===== config.mk =====
export PLATFORM = sky130hd
export DESIGN_NAME = toggle_decoder_flat
export DESIGN_NICKNAME = d
export VERILOG_FILES = /design/src/rtl/toggle_decoder_if.sv /design/src/rtl/toggle_decoder.sv /design/src/flat_wrapper.sv
export SDC_FILE = /design/constraint.sdc
export NUM_CORES = 1
export LEC_CHECK = 0
export ABC_AREA = 1
export CAP_MARGIN = 20
export CORE_AREA = 5 5 47 49
export CTS_BUF_LIST = sky130_fd_sc_hd__clkbuf_16
export DETAILED_ROUTE_END_ITERATION = 7
export DIE_AREA = 0 0 52 54
export DONT_BUFFER_PORTS = 1
export PLACE_DENSITY = 0.74
export REMOVE_ABC_BUFFERS = 1
export SKIP_LAST_GASP = 1
export SLEW_MARGIN = 20
export SYNTH_ARGS = -nofsm -noshare
export SYNTH_HDL_FRONTEND = slang
export SYNTH_SLANG_ARGS = --single-unit

===== constraint.sdc =====
create_clock -name clk -period 1.66 [get_ports clk]
set_input_delay 0.332 -clock clk [delete_from_list [all_inputs] [get_ports clk]]
set_output_delay 0.332 -clock clk [all_outputs]
set_load 0.005 [all_outputs]

===== src/rtl/toggle_decoder_if.sv =====
// Event handshake bundle between the toggle decoder (master) and its consumer (slave).
// One event moves on every rising clk edge where evt_valid and evt_ready are both high.
interface toggle_decoder_if #(
  parameter int PEND_W = 3
);
  logic              evt_valid;
  logic              evt_ready;
  logic [PEND_W-1:0] pend;

  modport master (
    output evt_valid,
    output pend,
    input  evt_ready
  );

  modport slave (
    input  evt_valid,
    input  pend,
    output evt_ready
  );
endinterface


===== src/rtl/toggle_decoder.sv =====
// Consumer end of a T flip-flop event link: synchronise, glitch-filter, rebuild the far-end
// level, and queue each accepted toggle as an event with a wrap-around toggle counter.
module toggle_decoder #(
  parameter int SYNC_STAGES = 2,
  parameter int FILTER      = 3,
  parameter int CNT_W       = 8,
  parameter int PEND_W      = 3
) (
  input  logic              clk,
  input  logic              rst,
  input  logic              t_in,
  input  logic              en,
  input  logic              clr_ovf,
  toggle_decoder_if.master  evt,
  output logic [CNT_W-1:0]  count,
  output logic              lvl,
  output logic              ovf,
  output logic              filt_state
);

  localparam int QW = (FILTER > 1) ? $clog2(FILTER) : 1;

  typedef enum logic {
    STABLE = 1'b0,
    QUAL   = 1'b1
  } state_t;

  state_t                 state_q;
  logic [SYNC_STAGES-1:0] sync_q;
  logic [QW-1:0]          qcnt_q;
  logic                   lvl_q;
  logic [PEND_W-1:0]      pend_q;
  logic [CNT_W-1:0]       count_q;
  logic                   ovf_q;
  logic                   s;
  logic                   accept;
  logic                   xfer;
  logic                   take;

  assign s = sync_q[SYNC_STAGES-1];

  always_ff @(posedge clk) begin
    if (rst) begin
      sync_q <= '0;
    end else begin
      sync_q <= {sync_q[SYNC_STAGES-2:0], t_in};
    end
  end

  // A toggle is accepted on the FILTER-th consecutive cycle of disagreement with lvl.
  always_comb begin
    accept = 1'b0;
    if (s != lvl_q) begin
      if (state_q == STABLE) begin
        accept = (FILTER == 1);
      end else begin
        accept = (qcnt_q == QW'(FILTER - 1));
      end
    end
  end

  always_ff @(posedge clk) begin
    if (rst) begin
      state_q <= STABLE;
      lvl_q   <= 1'b0;
      qcnt_q  <= '0;
    end else begin
      case (state_q)
        STABLE: begin
          if (s != lvl_q) begin
            if (accept) begin
              lvl_q <= s;
            end else begin
              state_q <= QUAL;
              qcnt_q  <= QW'(1);
            end
          end
        end
        QUAL: begin
          if (s == lvl_q) begin
            state_q <= STABLE;
            qcnt_q  <= '0;
          end else if (accept) begin
            lvl_q   <= s;
            state_q <= STABLE;
            qcnt_q  <= '0;
          end else begin
            qcnt_q <= qcnt_q + QW'(1);
          end
        end
        default: begin
          state_q <= STABLE;
          qcnt_q  <= '0;
        end
      endcase
    end
  end

  // Accepts while disabled still move lvl, so re-enabling never replays a stale edge.
  assign xfer = evt.evt_valid & evt.evt_ready;
  assign take = accept & en;

  always_ff @(posedge clk) begin
    if (rst) begin
      pend_q  <= '0;
      count_q <= '0;
      ovf_q   <= 1'b0;
    end else begin
      if (take) begin
        count_q <= count_q + CNT_W'(1);
        if (!xfer) begin
          if (&pend_q) begin
            ovf_q <= 1'b1;
          end else begin
            pend_q <= pend_q + PEND_W'(1);
          end
        end
      end else if (xfer) begin
        pend_q <= pend_q - PEND_W'(1);
      end
      if (clr_ovf && !(take && !xfer && (&pend_q))) begin
        ovf_q <= 1'b0;
      end
    end
  end

  assign evt.evt_valid = (pend_q != '0);
  assign evt.pend      = pend_q;
  assign count         = count_q;
  assign lvl           = lvl_q;
  assign ovf           = ovf_q;
  assign filt_state    = state_q;

endmodule

===== src/flat_wrapper.sv =====
// flat-port wrapper written by rule: the top's interface ports become plain ports
module toggle_decoder_flat 
#(
  parameter int SYNC_STAGES = 2,
  parameter int FILTER      = 3,
  parameter int CNT_W       = 8,
  parameter int PEND_W      = 3
)
  (clk, rst, t_in, en, clr_ovf, count, lvl, ovf, filt_state, evt_evt_valid, evt_pend, evt_evt_ready);
  toggle_decoder_if #(.PEND_W(PEND_W)) evt_i ();
  input  logic clk;
  input  logic rst;
  input  logic t_in;
  input  logic en;
  input  logic clr_ovf;
  output logic [CNT_W-1:0] count;
  output logic lvl;
  output logic ovf;
  output logic filt_state;
  output wire logic [$bits(evt_i.evt_valid)-1:0] evt_evt_valid;
  output wire logic [$bits(evt_i.pend)-1:0] evt_pend;
  input wire logic [$bits(evt_i.evt_ready)-1:0] evt_evt_ready;
  assign evt_evt_valid = evt_i.evt_valid;
  assign evt_pend = evt_i.pend;
  assign evt_i.evt_ready = evt_evt_ready;
  toggle_decoder #(.SYNC_STAGES(SYNC_STAGES), .FILTER(FILTER), .CNT_W(CNT_W), .PEND_W(PEND_W)) u_core (.clk(clk), .rst(rst), .t_in(t_in), .en(en), .clr_ovf(clr_ovf), .evt(evt_i), .count(count), .lvl(lvl), .ovf(ovf), .filt_state(filt_state));
endmodule

Word level (Yosys, flattened, before mapping). Index checks and enable logic that the tools add are counted.

$add $sub $neg: 4. Eq/ne operators: 8. Multiplexer cells: 19. Bitwise logic cells: 4. Reduce and logical (&&, ||, !) cells: 13.

Operator list (number): $mux W3 (4); $add A8 B1 Y8 const B (1); $mux W1 (8); $mux W2 (4); $ne A2 B2 Y1 const B (3); $reduce_and A3 Y1 (2); $reduce_and A5 Y1 (1); $ne A2 B1 Y1 const B (2); $pmux W1 S2 (2); $pmux W2 S2 (1); $reduce_and A2 Y1 (2); $add A3 B1 Y3 const B (1); $logic_and A1 B1 Y1 (3); $reduce_bool A3 Y1 (1); $sub A3 B1 Y3 const B (1); $add A2 B1 Y2 const B (1); $and A1 B1 Y1 (2); $eq A2 B2 Y1 const B (1); $logic_not A1 Y1 (2); $not A1 Y1 (2); $reduce_bool A2 Y1 (1); $reduce_or A2 Y1 (1); $eq A1 B1 Y1 (1); $ne A1 B1 Y1 (1).

Register bits: 18. Bits of input ports: 6. Output and inout bits: 15. Word-level logic and storage cells: 55.

Depth between registers and ports, before layout.
Depth in word-level cells: 9. Depth in mapped cells: 12. Gate-level depth less buffers: 12.

Worst setup path after synthesis. Ideal clock, no wire load.

Path kind: register to register. Start: register u_core.qcnt_q[0]. End: register u_core.pend_q[2], in the netlist u_core.evt.pend[2]. Library setup time: 0.113 ns. Arrival: 1.628 ns. Required time: 1.547 ns. Setup slack: -0.081 ns. Cell stages (with the launch flop): 12. Path buffers: 0. Clock period less this slack: 1.741 ns. Cells stage by stage: dfxtp_1 > inv_1 > ha_1 > nand2_4 > nor2_8 > nand2_4 > clkinv_2 > ha_1 > nor2_1 > nand3_2 > nor2_1 > nor2_1.

Cells in the longest elaborated chain, start to end: 6. Elaborated cells between the ends (all ways): 8. Classes of those cells: 2 x eq/ne; 3 x mux; 1 x bitwise; 2 x reduce/logical.

Ends and longest elaborated chain: start: declaration (line toggle_decoder.sv:30) `logic [QW-1:0] qcnt_q;`; start signal: assignment (line toggle_decoder.sv:88) `qcnt_q <= qcnt_q + QW'(1);`; $eq A2 B2 Y1 (*) (line toggle_decoder.sv:57) `accept = (qcnt_q == QW'(FILTER - 1));`; $mux W1 (*) (line toggle_decoder.sv:54) `if (state_q == STABLE) begin`; $mux W1 (*) (line toggle_decoder.sv:53) `if (s != lvl_q) begin`; $and A1 B1 Y1 (*) (line toggle_decoder.sv:101) `assign take = accept & en;`; named net u_core.take (line toggle_decoder.sv:38) `logic take;`; $ne A2 B2 Y1 (no line) / $reduce_bool A2 Y1 (equally long branches); $reduce_and A3 Y1 (no line); end signal: assignment (line toggle_decoder.sv:115) `pend_q <= pend_q + PEND_W'(1);`; end signal: assignment (line toggle_decoder.sv:119) `pend_q <= pend_q - PEND_W'(1);`; end: declaration (line toggle_decoder.sv:32) `logic [PEND_W-1:0] pend_q;`.

The timed path passes the listed nets; every way through them passes the cells marked *. A chain may end at the register's enable or synchronous reset.

Worst setup path in the final report.
Start: register u_core.qcnt_q[0]. End: register u_core.pend_q[1], in the netlist u_core.evt.pend[1].

Cells in the longest elaborated chain, start to end: 6. Elaborated cells between the ends (all ways): 8. Classes of those cells: 2 x eq/ne; 3 x mux; 1 x bitwise; 2 x reduce/logical.

Ends and longest elaborated chain (line): $eq A2 B2 Y1 (*) (toggle_decoder.sv:57); $mux W1 (*) (toggle_decoder.sv:54); $mux W1 (*) (toggle_decoder.sv:53); $and A1 B1 Y1 (*) (toggle_decoder.sv:101); $ne A2 B2 Y1 (no line) / $reduce_bool A2 Y1 (equally long branches); $reduce_and A3 Y1 (no line).

Every way passes the cells marked *; elsewhere a longest branch is shown, timed or not.

==> results.md <==
- TritonRoute pass-1 iters: 4
- Initial Util: 0.4842
- DR vias: 744
- Fin util: 0.6099
- Endpoint type of the worst setup path: flip-flop
- Initial antenna violation count: 0
- Worst IR Drop VDD: 0.5000 mV
- Root buffer cell: clkbuf_16
- Worst path bufs/invs: 2
- R2R depth: 10
- CTS tree: yes
- Antenna Cells: 0
- CP Cell Sequence: inv_2 > ha_4 > nand2_4 > nor2_8 > nand2_4 > fa_2 > nand2_1 > o21ai_2 > nand2_1 > inv_1
- Cell Rows: 16
- Nets: 140
- Hpwl dp: 1411 µm
- Flop and latch count out of synthesis: 18
- Core footprint: 1822 µm²
- Synth Cell Area: 882.1 µm²
- Place WS: -0.1357 ns
- RR Endpoint: u_core.evt.pend[1]$_SDFFE_PP0P_
- CP max stage cell: fa_2
- Slowest Stage Delay on Critical Path: 0.52 ns
- Buffers on Ports: 0
- Critical path type: flip-flop to flip-flop
- Outcome: complete, no violations
- Pin count of the biggest net entering global routing: 13
- Fin. max-slew vios: 0
- Hold Path Class: primary input to flip-flop
- Slew @ Worst Pin: 0.3486 ns
- Worst Path Max Fanout: 3
- Gpl congestion: 0.7413
- Layout area overhead: 25.96%
- Setup slack, reg-to-reg: 0.1 ns
- Critical R2R Launch: u_core.qcnt_q[0]$_SDFFE_PP0P_
- # Max-Cap Violations: 0
- Levels on crit path: 10
- Final WS setup: 0.09878 ns
- Fmax: 640.5 MHz
- Top delay family on crit path: adder cells
- CTS buffer count: 3
- DRC: 0
- Die Ht: 54 µm
- Synth unique cells: 22
- Synth Instances: 115
- Critical Path AT: 1.75 ns
- H-tree depth: 1
- Worst Setup EP: u_core.evt.pend[1]$_SDFFE_PP0P_
- Wire length per cell: 11.97 µm
- Final min period: 1.561 ns
- Global Route Usage Sum: 0.1600
- Vias/cell: 4.800
- RSZ-0062 raised after global routing: yes
- DR iter-0 viols: 10
- Clock Skew: 0.002778 ns
- Clk_lat worst skew: 0.24 ns
- Final setup viols: 0
- Worst Path Required: 1.85 ns
- Chip Width: 52 µm
- Antenna Nets Post-Route: 0
- Share of cells above drive strength 1: 0.2656
- Post-route clock period utilization: 0.9405
- Reg clk slew, reported paths: 0.05 ns
- Ys Warns: 0
- Crit path launch type: flip-flop
- Grt total ovfl: 0
- Beginning of the critical path: u_core.qcnt_q[0]$_SDFFE_PP0P_
- Post-synthesis sequential area ratio: 0.4085
- Max Root-Sink Buffers: 2
- Vias in the first global route: 758
- PwrDens: 1234 nW/µm²
- First-pass GRT wire length: 3229 µm
- Top Ports: 21
- WL final: 1856 µm
- Final Hold Vio Count: 0
- DIE AREA: 2808 µm²
- TritonCTS Sinks: 18
- Avg Cell Area, Syn: 7.670 µm²
- Max-slew headroom: 0.7673
- Leak: 0.5051 nW
-- synth_stat cells (all sizes together) --
cell	instances	area, µm²
o21ai	8	40.04
xnor2	1	8.760
fa	1	20.02
nor2	19	90.09
nand3b	1	7.510
buf	1	11.26
nand4	2	12.51
inv	18	67.56
ha	3	37.54
clkinv	1	5.000
a211oi	1	7.510
nand2	23	111.4
and3	1	6.260
nand3	8	50.05
dfxtp	18	360.4
a31oi	1	6.260
a21oi	8	40.04
-- power breakdown --
part | total (mW) | switching (mW) | internal [mW]
Combinational | 0.398 | 0.236 | 0.162
Clock | 0.463 | 0.147 | 0.316
Sequential | 0.510 | 0.0359 | 0.475
Total | 1.37 | 0.418 | 0.953
-- layout make-up --
class / instances / area [µm²]
clock buffers: 3 / 75.07
multi-input cells: 77 / 484.2
flip-flops and latches: 18 / 362.8
well taps: 27 / 33.78
fillers: 153 / 710.7
repair buffers: 11 / 82.58
inverters: 19 / 72.57
-- routing by layer --
metal / wire [µm] / GRT usage / up-vias
met2: 935 / 0.2782 / 14
li1: - / - / 393
met1: 795 / 0.1728 / 335
met5: 0 / 0 / -
met4: 8 / 0.06550 / 0
met3: 117 / 0.06371 / 2
-- worst register-to-register path, cell delays in order (launching register included) --
cell	delay, ns
dfxtp_2	0.32
inv_2	0.06
ha_4	0.13
nand2_4	0.06
nor2_8	0.12
nand2_4	0.06
fa_2	0.52
nand2_1	0.07
o21ai_2	0.07
nand2_1	0.06
inv_1	0.05
-- stage by stage --
stage | area, µm² | power (mW) | TNS, ns | std cells | hold slack, ns
CTS | 1077 | 1.346 | 0 | 154 | 0.1471
global route | 1111 | 1.485 | -0.01644 | 155 | 0.1454
floorplan | 870.8 | 0.7421 | -0.1197 | 114 | 0.3883
finish | 1111 | 1.371 | 0 | 155 | 0.1523
global placement | 979.7 | 0.8177 | -0.02092 | 151 | 0.3908
detailed placement | 979.7 | 0.8436 | -0.3008 | 151 | 0.4019
-- logic make-up after synthesis --
| logic type | share of synthesized area |
|---|---|
| buffers and inverters | 0.09502 |
| AOI/OAI and AO/OA | 0.1064 |
| xor gates and xnor gates | 0.009931 |
| adders and majority gates | 0.06525 |
| DFF | 0.4085 |
| and+or+nand+nor | 0.3149 |
-- worst min path at each step --
stage / start / to / slack [ns] / cells after the start
after CTS: rst / u_core.ovf$_SDFFE_PP0P_ / 0.15 / 1
after detailed placement: u_core.sync_q[0]$_SDFF_PP0_ / u_core.sync_q[1]$_SDFF_PP0_ / 0.40 / 2
final: rst / u_core.count[4]$_SDFFE_PP0P_ / 0.15 / 1
after global routing: rst / u_core.ovf$_SDFFE_PP0P_ / 0.15 / 1
after floorplan: u_core.sync_q[0]$_SDFF_PP0_ / u_core.sync_q[1]$_SDFF_PP0_ / 0.39 / 2
after global placement: u_core.sync_q[0]$_SDFF_PP0_ / u_core.sync_q[1]$_SDFF_PP0_ / 0.39 / 2
-- placed cells by master, fill, tap and decap left out, types with 2 or more instances in the layout --
cell / count
nand2_4: 3
nand3_2: 3
dfxtp_1: 16
nand2_1: 18
inv_1: 16
o21ai_0: 7
nor2_1: 16
dfxtp_2: 2
nand2_2: 2
clkbuf_16: 3
nand3_1: 5
a21oi_1: 8
inv_2: 2
buf_4: 11
nand4_1: 2
ha_4: 2
-- flip-flops by register name, indices dropped and copies added (netlist names) --
register,count
u_core.count,8
u_core.lvl,1
u_core.filt_state,1
u_core.sync_q,2
u_core.ovf,1
u_core.evt.pend,3
u_core.qcnt_q,2
-- repair_timing --
item | CTS | global route
hold buffers | 0 | 0
buffers inserted | 0 | 1
pin swaps | 1 | 6
resized for setup | 4 | 10
gates cloned | 0 | 0
endpoints found under the setup margin | 3 | 3
Power figures use the tool's default switching activity.
